`config.mk`:
```
export PLATFORM = sky130hd
export DESIGN_NAME = sig_qpsk_demap
export DESIGN_NICKNAME = d
export VERILOG_FILES = /design/src/rtl/sig_qpsk_demap_pkg.sv /design/src/rtl/sig_qpsk_demap_fifo.sv /design/src/rtl/sig_qpsk_demap.sv
export SDC_FILE = /design/constraint.sdc
export NUM_CORES = 1
export LEC_CHECK = 0
export BUFFER_PORTS_ARGS = -buffer_cell sky130_fd_sc_hd__buf_2
export CORE_ASPECT_RATIO = 0.9
export CORE_MARGIN = 2
export CORE_UTILIZATION = 30
export DETAILED_ROUTE_END_ITERATION = 8
export HOLD_SLACK_MARGIN = 0.08
export PLACE_DENSITY_LB_ADDON = 0.2
export SETUP_SLACK_MARGIN = 0.1
export SYNTH_ARGS = -nofsm -noshare
export SYNTH_HDL_FRONTEND = slang
export SYNTH_SLANG_ARGS = --single-unit
```
`constraint.sdc`:
```
create_clock -name clk -period 6.25 [get_ports clk]
set_input_delay 0.3125 -clock clk [delete_from_list [all_inputs] [get_ports clk]]
set_output_delay 0.3125 -clock clk [all_outputs]
set_load 0.005 [all_outputs]
```
`src/rtl/sig_qpsk_demap_pkg.sv`:
```
// Shared constants and types for the SIGNAL-symbol QPSK demapper.
// Data subcarrier window, sample width and the packed FIFO entry.
package sig_qpsk_demap_pkg;

  localparam int SIG_DW         = 12;
  localparam int SIG_DATA_START = 16;
  localparam int SIG_DATA_END   = 495;
  localparam int SIG_NBYTES     = 120;
  localparam int SIG_FIFO_DEPTH = 16;

  typedef struct packed {
    logic       last;
    logic [7:0] data;
  } sig_byte_t;

  // Sign bits are the hard decisions; zero falls on the positive side.
  function automatic logic [1:0] qpsk_bits(
    input logic re_msb,
    input logic im_msb
  );
    return {im_msb, re_msb};
  endfunction

endpackage

```
`src/rtl/sig_qpsk_demap_fifo.sv`:
```
// Synchronous FIFO with first-word fall-through read port.
// A write while full is only taken when a read frees a slot on the same edge.
module sync_fifo #(
  parameter int DEPTH = 16,
  parameter int WIDTH = 9
) (
  input  logic                     clk,
  input  logic                     rst,
  input  logic                     wr_en,
  input  logic [WIDTH-1:0]         wr_data,
  input  logic                     rd_en,
  output logic [WIDTH-1:0]         rd_data,
  output logic                     full,
  output logic                     empty,
  output logic [$clog2(DEPTH):0]   count
);

  localparam int AW = $clog2(DEPTH);

  logic [WIDTH-1:0] mem [DEPTH];
  logic [AW-1:0]    wp;
  logic [AW-1:0]    rp;
  logic             do_wr;
  logic             do_rd;

  assign empty   = (count == '0);
  assign full    = (count == (AW+1)'(DEPTH));
  assign do_rd   = rd_en & ~empty;
  assign do_wr   = wr_en & (~full | do_rd);
  assign rd_data = mem[rp];

  always_ff @(posedge clk or posedge rst) begin
    if (rst) begin
      wp    <= '0;
      rp    <= '0;
      count <= '0;
      for (int i = 0; i < DEPTH; i++) mem[i] <= '0;
    end else begin
      if (do_wr) begin
        mem[wp] <= wr_data;
        wp      <= wp + AW'(1);
      end
      if (do_rd) rp <= rp + AW'(1);
      unique case ({do_wr, do_rd})
        2'b10:   count <= count + (AW+1)'(1);
        2'b01:   count <= count - (AW+1)'(1);
        default: count <= count;
      endcase
    end
  end

endmodule

```
`src/rtl/sig_qpsk_demap.sv`:
```
// SIGNAL-symbol QPSK demapper: data-subcarrier window, hard decisions,
// byte packing and a byte FIFO towards the SIGNAL-field parser.
module sig_qpsk_demap
  import sig_qpsk_demap_pkg::*;
#(
  parameter int DW         = SIG_DW,
  parameter int DATA_START = SIG_DATA_START,
  parameter int DATA_END   = SIG_DATA_END,
  parameter int FIFO_DEPTH = SIG_FIFO_DEPTH
) (
  input  logic                 clk,
  input  logic                 rst,
  input  logic signed [DW-1:0] di_re,
  input  logic signed [DW-1:0] di_im,
  input  logic                 di_vld,
  output logic [7:0]           do_byte,
  output logic                 do_last,
  output logic                 do_vld,
  input  logic                 do_rdy,
  output logic                 ovf,
  output logic                 trunc
);

  localparam logic [9:0] I_START = 10'(DATA_START);
  localparam logic [9:0] I_END   = 10'(DATA_END);
  localparam int         CW      = $clog2(FIFO_DEPTH) + 1;

  logic [9:0]    idx;
  logic [1:0]    slot;
  logic [5:0]    pack;
  logic [1:0]    bits;
  logic          used;
  logic          cut;
  sig_byte_t     wr_q;
  logic          wr_vld;
  sig_byte_t     rd_q;
  logic          full;
  logic          empty;
  logic          rd_en;
  logic [CW-1:0] count;

  assign bits  = qpsk_bits(di_re[DW-1], di_im[DW-1]);
  assign used  = di_vld && idx >= I_START && idx <= I_END;
  // idx still holds the count of samples seen when di_vld drops
  assign cut   = !di_vld && idx > I_START && idx <= I_END;
  assign rd_en = do_rdy && (count != '0);

  always_ff @(posedge clk or posedge rst) begin
    if (rst) begin
      idx    <= '0;
      slot   <= '0;
      pack   <= '0;
      wr_q   <= '0;
      wr_vld <= 1'b0;
      trunc  <= 1'b0;
      ovf    <= 1'b0;
    end else begin
      trunc  <= cut;
      wr_vld <= used && slot == 2'd3;
      if (wr_vld && full && !rd_en) ovf <= 1'b1;
      if (!di_vld) begin
        idx  <= '0;
        slot <= '0;
        pack <= '0;
      end else begin
        if (idx != 10'h3ff) idx <= idx + 10'd1;
        if (used) begin
          slot <= slot + 2'd1;
          if (slot == 2'd3) begin
            wr_q.last <= (idx == I_END);
            wr_q.data <= {bits, pack};
            pack      <= '0;
          end else begin
            // shift in from the top so slot 0 lands in bits [1:0]
            pack <= {bits, pack[5:2]};
          end
        end
      end
    end
  end

  sync_fifo #(
    .DEPTH (FIFO_DEPTH),
    .WIDTH (9)
  ) u_fifo (
    .clk     (clk),
    .rst     (rst),
    .wr_en   (wr_vld),
    .wr_data (wr_q),
    .rd_en   (rd_en),
    .rd_data (rd_q),
    .full    (full),
    .empty   (empty),
    .count   (count)
  );

  assign do_vld  = ~empty;
  assign do_byte = rd_q.data;
  assign do_last = rd_q.last;

endmodule

```
==> impl_metrics.json, run 1 <==
{
  "maxSlewHeadroom_pct": 28.0,
  "dr.pass1.iters": 5,
  "ys_ff_latch": 187,
  "antenna_found_initial": 0,
  "synth-edff-count": 0,
  "grt_pass1_vias": 5443,
  "tightest_slew_ps": 1080,
  "worst_clock_skew_ps": 13.5,
  "finalMaxSlewViolations": 0,
  "portBuffers": 17,
  "cp.arrival_ps": 3690,
  "required_ps": 6570,
  "period_needed_ps": 3370,
  "grt_max_degree": 78,
  "multi_input_area_um2": 3970,
  "yosysTopAreaCell": "dfrtp_1",
  "finalCritPeriodShare_pct": 54.0,
  "synth_common_cells": "dfrtp_1, mux2_2, mux4_2, nand2_1, clkbuf_1",
  "grt_overflow": 0,
  "r2r_setup_slack_ps": 2880,
  "clock-sinks": 187,
  "synth_warnings": 0,
  "synth_adder_area_share_pct": 1.69,
  "first_iter_violations": 308,
  "n_antenna_cell": 0,
  "syn-instance-count": 607,
  "ant_nets": 0,
  "synth-xor-area-share_pct": 1.19,
  "ir_worst_vdd_uv": 280,
  "synth_compound_gate_area_share_pct": 4.36,
  "power_density_nw_per_um2": 282,
  "place_ws_ps": 2850,
  "hold_viol": 0,
  "register_area_um2": 4680,
  "synth_area_per_cell_um2": 14.6,
  "finalSetupTns_ps": 0,
  "syn-num-nets": 647,
  "async_flop_share_pct": 100,
  "cts_max_level": 4,
  "critPathMaxStageDelay_ps": 480,
  "netlist.area_leader.share_pct": 52.8,
  "track_usage_pct": 13.8,
  "worstSetupStartpointType": "register",
  "die_height_um": 167,
  "nets": 656,
  "clock_latency_ps": 440,
  "syn_area_um2": 8860,
  "ff2ff_path_depth": 11,
  "layout-drive-gt1-share_pct": 41.7,
  "drt-vias-per-instance": 5.00,
  "fmax_mhz": 296,
  "leakage_uw": 0.00450,
  "wire_per_inst_um": 19.4,
  "chipWidth_um": 185,
  "num-fill-cells": 2819,
  "die-area_um2": 30900,
  "setup_viol": 0,
  "cts_tree": "yes",
  "path_clk_slew_ps": 70,
  "r2r_end": "u_fifo.count[4]",
  "cts_resized": 0,
  "path_max_fanout": 16,
  "clockRootBuffer": "clkbuf_16",
  "critical_path_class": "register to register",
  "place.gp.congestion": 0.737,
  "clock_path_buffers": 2,
  "synth_top_family_by_area": "multiplexers",
  "finalWirelength_um": 19900,
  "core-area_um2": 29000,
  "min_path_type": "input pin to register",
  "post-dp-hpwl_um": 12700,
  "ys_types": 55,
  "setup.worst_path.end": "u_fifo.count[4]",
  "synthMostInstantiatedCell": "dfrtp_1",
  "regToRegStartpoint": "u_fifo.count[1]",
  "critPathCaptureType": "register",
  "path_cells": "nor4_4 > and3_1 > buf_4 > nand2b_1 > ha_1 > xor2_1 > ha_1 > nand2b_1 > a21boi_0 > mux2i_1 > nor4b_1",
  "synth_mux_area_share_pct": 29.6,
  "grt_pass1_wl_um": 32100,
  "vias": 5128,
  "cp_slowest_cell": "dfrtp_1",
  "status": "finished clean",
  "rows": 59,
  "ys_seq_area_share_pct": 52.8,
  "numCtsBuffers": 17,
  "drv_cap": 0,
  "ys_top_cells_by_area": "dfrtp_1, mux2_2, mux4_2",
  "cp-startpoint": "u_fifo.count[1]",
  "drc": 0,
  "start_util_pct": 30.6,
  "ys.flop_type": "dfrtp_1",
  "synth-simple-area-share_pct": 7.95,
  "rsz0062_at_grt": "false",
  "setup_slack_ps": 2880,
  "io_pins": 40,
  "syn_to_final_growth_pct": 11.3
}
critical path, delay by kind of cell (launching register included):
kind | cells | cell delay [ps]
and+or+nand+nor | 5 | 1230
adders and majority gates | 2 | 640
DFF | 1 | 480
xor gates and xnor gates | 1 | 180
AOI/OAI and AO/OA | 1 | 240
buffers and inverters | 1 | 340
muxes | 1 | 120
worst min-delay path by stage:
stage | start | endpoint | slack [ps] | cells after the start
floorplan | di_re[11] | pack[4] | 450 | 2
global route | di_im[11] | wr_q[7] | 120 | 2
detailed placement | rst | u_fifo.count[2] | 330 | 2
CTS | di_im[11] | wr_q[7] | 120 | 2
finish | di_im[11] | wr_q[7] | 130 | 2
global placement | rst | u_fifo.count[2] | 320 | 2
final cells by class:
class / instances / area share, %
inverter: 13 / 0.545
tap: 396 / 5.02
sequential: 187 / 47.5
clock inverter: 12 / 0.875
timing repair buffer: 23 / 1.34
multi-input combinational: 374 / 40.2
clock buffer: 20 / 4.53
repair_timing:
action                                 in CTS  in global routing
hold buffers                                1                  0
endpoints found under the hold margin      38                  0
buffers inserted                            0                  0
placed cells by master, fill, tap and decap left out, types with 9 or more instances in the layout:
cell,Yosys,final
a22oi_1,18,18
buf_2,6,17
clkbuf_16,0,17
dfrtp_1,187,185
ha_1,12,12
inv_1,13,12
mux2_2,144,144
mux2_4,9,9
mux4_2,36,36
nand2_1,34,34
nand3_1,11,11
nor2_1,10,10
xnor2_1,9,9
metal layers:
layer | GRT usage, % | wire length, µm
met5 | 0 | 0
met4 | 3.55 | 188
met3 | 2.80 | 574
met2 | 21.0 | 9340
met1 | 20.1 | 9760
cell families after synthesis:
| family | Yosys count |
|---|---|
| simple gates | 102 |
| fa+ha+maj | 12 |
| xor+xnor | 12 |
| mux | 194 |
| buf+inv | 46 |
| flops | 187 |
| compound gates | 54 |
per-stage QoR:
stage | utilization [%] | cells | hold WS, ps | instance area (µm²) | power, µW
CTS | 34.0 | 1025 | 122 | 9860 | 2820
detailed placement | 32.1 | 992 | 329 | 9320 | 1810
global placement | 32.1 | 992 | 318 | 9320 | 1790
finish | 34.0 | 1025 | 130 | 9860 | 2780
global route | 34.0 | 1025 | 121 | 9860 | 2930
floorplan | - | 607 | 446 | 8860 | 1690
flip-flops by register name, indices dropped and copies added, names as in the netlist:
| signal | flops |
|---|---|
| slot | 2 |
| u_fifo.count | 5 |
| wr_vld | 1 |
| u_fifo.wp | 4 |
| u_fifo.rp | 4 |
| wr_q | 9 |
| idx | 10 |
| pack | 6 |
| ovf | 1 |
| u_fifo.mem | 144 |
| trunc | 1 |
where the power goes:
group / internal [µW] / switching, µW
clock: 523 / 487
combinational: 180 / 300
sequential: 1240 / 50.6
total: 1950 / 838
No activity file was read; power rests on OpenSTA's default activity.
==> run 2: changes to the inputs <==
--- a/config.mk
+++ b/config.mk
@@ -5,6 +5,7 @@
 export SDC_FILE = /design/constraint.sdc
 export NUM_CORES = 1
 export LEC_CHECK = 0
+export ABC_AREA = 1
 export BUFFER_PORTS_ARGS = -buffer_cell sky130_fd_sc_hd__buf_2
 export CORE_ASPECT_RATIO = 0.9
 export CORE_MARGIN = 2
==> constraint.sdc (replaced) <==
create_clock -name clk -period 3.1 [get_ports clk]
set_input_delay 0.155 -clock clk [delete_from_list [all_inputs] [get_ports clk]]
set_output_delay 0.155 -clock clk [all_outputs]
set_load 0.005 [all_outputs]
==> run 2 against run 1 <==
Net effect: worst setup slack lost 2200 ps; sequential power rose by 110%; combinational power increased to 4.3 times the previous value; die area up 3.7%; utilization grew 0.069 points; synthesized cell count up 82%; cell area grew 3.7%; synthesized area up 3.7%; largest power group unchanged; highest routed layer unchanged.
==> impl_metrics.json, run 2 <==
{
  "worst_hold_slack_ps": 110,
  "drt-vias-per-instance": 4.78,
  "hold_viol": 0,
  "async_flop_share_pct": 100,
  "first_iter_violations": 700,
  "status": "finished clean",
  "worst_clock_skew_ps": 11.2,
  "clockRootBuffer": "clkbuf_16",
  "ff2ff_path_depth": 16,
  "critical_path_class": "register to output pin",
  "ys_top_cells_by_area": "dfrtp_1, nand2_1, o21ai_0",
  "fmax_mhz": 419,
  "synth_warnings": 0,
  "antenna_found_initial": 0,
  "drv_cap": 0,
  "finalCritPeriodShare_pct": 77.0,
  "grt_pass1_wl_um": 39900,
  "largest_reg_flops": 144,
  "cts_resized": 0,
  "grt_max_degree": 95,
  "ir_worst_vdd_uv": 388,
  "synthMostInstantiatedCell": "nand2_1",
  "portBuffers": 17,
  "rsz0062_at_grt": "false",
  "finalSetupTns_ps": 0,
  "tightest_slew_ps": 596,
  "ys_types": 33,
  "final_cell_mix": "nand2_1, dfrtp_1, o21ai_0, nand3_1, inv_1",
  "cp_slowest_cell": "dfrtp_4",
  "syn_area_um2": 9200,
  "syn-num-nets": 1143,
  "synth_area_per_cell_um2": 8.34,
  "syn_to_final_growth_pct": 11.3,
  "power_density_nw_per_um2": 667,
  "rows": 60,
  "clock-sinks": 187,
  "synth_common_cells": "nand2_1, dfrtp_1, o21ai_0, nand3_1, inv_1",
  "path_cells": "buf_12 > a21oi_1 > o21ai_0 > nand3_1 > nand3_1 > nand2_1 > buf_2",
  "clock_path_buffers": 2,
  "num-fill-cells": 3232,
  "wire_per_inst_um": 16.2,
  "largest-register": "u_fifo.mem",
  "n_antenna_cell": 0,
  "chipWidth_um": 189,
  "path_max_fanout": 68,
  "critPathCaptureType": "output pin",
  "cts_tree": "yes",
  "yosysTopAreaCell": "dfrtp_1",
  "multi_input_area_um2": 3780,
  "ys_seq_area_share_pct": 50.9,
  "maxSlewHeadroom_pct": 60.3,
  "clock_latency_ps": 440,
  "dr.pass1.iters": 5,
  "leakage_uw": 0.00475,
  "min_path_type": "input pin to register",
  "crit_cells": 7,
  "required_ps": 2940,
  "hold_depth": 3,
  "ys_ff_latch": 187,
  "register_area_um2": 4680,
  "syn-instance-count": 1103,
  "die-area_um2": 32100,
  "worstSetupStartpointType": "register",
  "cp_num_buf_inv": 2,
  "setup_viol": 0,
  "grt_pass1_vias": 7087,
  "die_height_um": 170,
  "track_usage_pct": 16.2,
  "core-area_um2": 30000,
  "path_clk_slew_ps": 80,
  "finalWirelength_um": 24400,
  "netlist.area_leader.share_pct": 50.9,
  "top_regs": "u_fifo.mem x144, idx x10, wr_q x9",
  "start_util_pct": 30.6,
  "io_pins": 40,
  "grt_overflow": 0,
  "finalMaxSlewViolations": 0,
  "synth-edff-count": 0,
  "period_needed_ps": 2390,
  "crit_family": "flip-flops",
  "mostFrequentLayoutCell": "nand2_1",
  "drc": 0,
  "ys.flop_type": "dfrtp_1",
  "cts_max_level": 4,
  "layout-drive-gt1-share_pct": 10.1,
  "ant_nets": 0,
  "cp.arrival_ps": 2230,
  "critPathMaxStageDelay_ps": 680,
  "numCtsBuffers": 17,
  "place.gp.congestion": 0.766,
  "post-dp-hpwl_um": 15800,
  "nets": 1131,
  "crit_top_cell": "nand3_1",
  "vias": 7199
}
run 2: cell count changes in the layout (fill, tap and decap cells not counted), moves of 36 or more:
| cell | change |
|---|---|
| o21ai_0 | +135 |
| nand2_1 | +251 |
| mux4_2 | -36 |
| nand3_1 | +109 |
| mux2_2 | -144 |
| inv_1 | +97 |
run 2: stage by stage:
step | power (µW) | std cells | area, µm² | worst slack (ps) | utilization [%]
floorplan | 4040 | 1103 | 9200 | 539 | -
global placement | 4770 | 1471 | 9640 | 861 | 32.1
detailed placement | 4770 | 1471 | 9640 | 833 | 32.1
CTS | 6930 | 1507 | 10200 | 677 | 34.1
global route | 7260 | 1507 | 10200 | 561 | 34.1
finish | 6820 | 1507 | 10200 | 712 | 34.1
run 2: cell families after synthesis:
kind of cell | after synthesis | share of synthesized area (%)
AO/OA/AOI/OAI | 239 | 14.1
AND/OR/NAND/NOR | 477 | 24.7
adder cells (fa/ha/maj) | 12 | 1.63
flip-flops | 187 | 50.9
buffers and inverters | 180 | 7.95
XOR/XNOR | 8 | 0.762
run 2: worst register-to-register path: cells and delay by family, from the launching register on:
kind | cells | cell delay [ps]
fa+ha+maj | 2 | 440
buf+inv | 3 | 270
flops | 1 | 430
simple gates | 11 | 980
run 2: metal layers:
| metal | part of all wire (%) | up-vias | track usage, % |
|---|---|---|---|
| met5 | 0 | - | 0 |
| met4 | 0.82 | 0 | 3.29 |
| met3 | 3.8 | 11 | 3.20 |
| met2 | 46 | 105 | 25.5 |
| met1 | 50 | 3487 | 23.1 |
| li1 | - | 3596 | - |
run 2: area by class of cell:
class / instances / share of cell area [%]
flip-flops and latches: 187 / 45.8
multi-input cells: 736 / 37.0
well taps: 403 / 4.93
inverters: 116 / 4.29
clock buffers: 17 / 4.16
repair buffers: 33 / 2.59
clock inverters: 15 / 1.25
run 2: what timing repair did:
item	in CTS	in global routing
hold endpoints to repair	134	0
buffers inserted	0	0
hold buffers	4	0
run 2: worst paths after layout:
kind	from	end	slack [ps]
worst max-delay path	u_fifo.rp[0]	do_byte[7]	710
worst min-delay path	di_vld	idx[9]	110
worst max register to register	u_fifo.count[0]	u_fifo.count[4]	880
worst min register to register	u_fifo.mem[43]	u_fifo.mem[43]	470
max in group asynchronous	rst	u_fifo.mem[54]	2110
min in group asynchronous	rst	u_fifo.count[1]	190
run 2: report_power, final:
group / internal, µW / switching (µW)
registers: 2510 / 141
logic: 713 / 1330
clock network: 1060 / 1070
total: 4280 / 2550
==> run 3: changes to the inputs <==
==> constraint.sdc (replaced) <==
create_clock -name clk -period 2.1 [get_ports clk]
set_input_delay 0.105 -clock clk [delete_from_list [all_inputs] [get_ports clk]]
set_output_delay 0.105 -clock clk [all_outputs]
set_load 0.005 [all_outputs]
==> run 3 against run 2 <==
Net effect: clock skew is 2.0 ps lower; critical endpoint is now do_byte[0]; routed wire length is 5.9% higher; final cell count is 2.7% higher; critical path type unchanged; sequential power is 45% higher; sequential share of layout area is 3.2 points lower.
==> impl_metrics.json, run 3 (synthesized netlist as in run 2, its figures left out) <==
{
  "first_iter_violations": 691,
  "status": "finished clean",
  "intPower_uw": 7310,
  "clockRootBuffer": "clkbuf_16",
  "n_antenna_cell": 0,
  "syn_to_final_growth_pct": 19.6,
  "grt_pass1_vias": 7428,
  "finalWirelength_um": 25800,
  "worst_clock_skew_ps": 9.17,
  "drc": 0,
  "largest_reg_flops": 144,
  "critical_path_class": "register to output pin",
  "die-area_um2": 32100,
  "r2r_end": "u_fifo.count[4]",
  "critPathCaptureType": "output pin",
  "rows": 60,
  "post-route-util_pct": 36.6,
  "switching_power_uw": 4250,
  "regToRegStartpoint": "u_fifo.count[0]",
  "hold_viol": 0,
  "dr.pass1.iters": 4,
  "antenna_found_initial": 0,
  "fmax_mhz": 481,
  "io_pins": 40,
  "finalSetupTns_ps": 0,
  "mostFrequentLayoutCell": "nand2_1",
  "wire_per_inst_um": 16.7,
  "leakage_uw": 0.00498,
  "place_ws_ps": 81.6,
  "layout-drive-gt1-share_pct": 17.9,
  "clock_latency_ps": 440,
  "drv_cap": 0,
  "track_usage_pct": 17.1,
  "numCtsBuffers": 17,
  "final_cell_mix": "nand2_1, dfrtp_1, o21ai_0, inv_1, nand3_1",
  "portBuffers": 17,
  "r2r_setup_slack_ps": 200,
  "setup_viol": 0,
  "p_total_uw": 11600,
  "power_density_nw_per_um2": 1050,
  "p_clk_share_pct": 29.0,
  "combinationalPowerShare_pct": 37.9,
  "maxSlewHeadroom_pct": 62.4,
  "path_clk_slew_ps": 70,
  "rsz0062_at_grt": "true",
  "grt_max_degree": 71,
  "setup_slack_ps": 20.0,
  "drt-vias-per-instance": 4.82,
  "path_max_fanout": 25,
  "min_path_type": "input pin to async pin",
  "cts_tree": "yes",
  "worstSetupStartpointType": "register",
  "clock-sinks": 187,
  "seqPwrFrac_pct": 33.1,
  "cp.arrival_ps": 1970,
  "ff2ff_path_depth": 16,
  "worst_hold_slack_ps": 261,
  "num-fill-cells": 3140,
  "cts_max_level": 4,
  "place.gp.congestion": 0.782,
  "vias": 7456,
  "swShare_pct": 36.8,
  "period_needed_ps": 2080,
  "start_util_pct": 30.6,
  "chipWidth_um": 189,
  "required_ps": 2000,
  "ant_nets": 0,
  "core-area_um2": 30000,
  "grt_pass1_wl_um": 42000,
  "post-dp-hpwl_um": 16700,
  "largest-register": "u_fifo.mem",
  "ir_worst_vdd_uv": 674,
  "top_regs": "u_fifo.mem x144, idx x10, wr_q x9",
  "tightest_slew_ps": 560,
  "die_height_um": 170,
  "nets": 1172,
  "finalCritPeriodShare_pct": 99.0,
  "finalMaxSlewViolations": 0,
  "grt_overflow": 0,
  "clock_path_buffers": 2
}
==> run 3: power groups by stage <==
| stage | clock network (µW) | logic [µW] | registers (µW) |
|---|---|---|---|
| final | 3350 | 4380 | 3830 |
| after global routing | 3560 | 4820 | 3840 |
| after CTS | 3440 | 4110 | 3820 |
| after detailed placement | 0 | 3240 | 3980 |
| after global placement | 0 | 3240 | 3990 |
| after floorplan | 0 | 2150 | 3820 |
==> run 3: metrics by stage <==
stage                     area [µm²]  cells
after global placement          9860   1495
after detailed placement        9860   1495
final                          11000   1548
after global routing           11000   1548
after CTS                      10800   1544
after floorplan                 9210   1103
==> run 3: area by class of cell <==
cell class,count,area [µm²],area share (%)
clock buffer,19,453,4.12
inverter,116,439,3.99
timing repair buffer,74,726,6.60
sequential,187,4690,42.6
clock inverter,13,144,1.31
tap,403,504,4.59
multi-input combinational,736,4040,36.8
==> run 3: routing by layer <==
| metal | up-vias | part of all wire [%] | global-route usage [%] | wire (µm) |
|---|---|---|---|---|
| li1 | 3682 | - | - | - |
| met1 | 3658 | 49 | 23.8 | 12600 |
| met2 | 100 | 46 | 27.3 | 12000 |
| met3 | 16 | 3.5 | 2.89 | 892 |
| met4 | 0 | 1.3 | 4.62 | 335 |
| met5 | - | 0 | 0 | 0 |
==> run 3: how the worst max path moves through the flow <==
stage / start / end / slack [ps] / cells after the start
6_report: u_fifo.rp[0] / do_byte[0] / 20 / 7
5_1_grt: u_fifo.rp[0] / do_byte[5] / -50 / 9
4_1_cts: u_fifo.rp[0] / do_byte[6] / -5 / 8
3_5_place_dp: u_fifo.count[3] / u_fifo.count[4] / 80 / 16
3_3_place_gp: u_fifo.count[3] / u_fifo.count[4] / 100 / 16
2_1_floorplan: rst / idx[0] / -410 / 1
==> run 3: critical path, stage by stage, from the launching register on <==
cell and delay (ps):
dfrtp_4 500, buf_12 170, buf_16 170, o211ai_1 230
nand3_1 100, nand3_1 130, nand2_2 70, buf_2 130
==> run 3: what timing repair did <==
item | CTS | global route
pin swaps | 22 | 22
buffers inserted | 9 | 3
setup endpoints to repair | 10 | 21
hold buffers | 5 | 0
gates resized for setup | 45 | 51
endpoints found under the hold margin | 22 | 0
cloned | 3 | 1
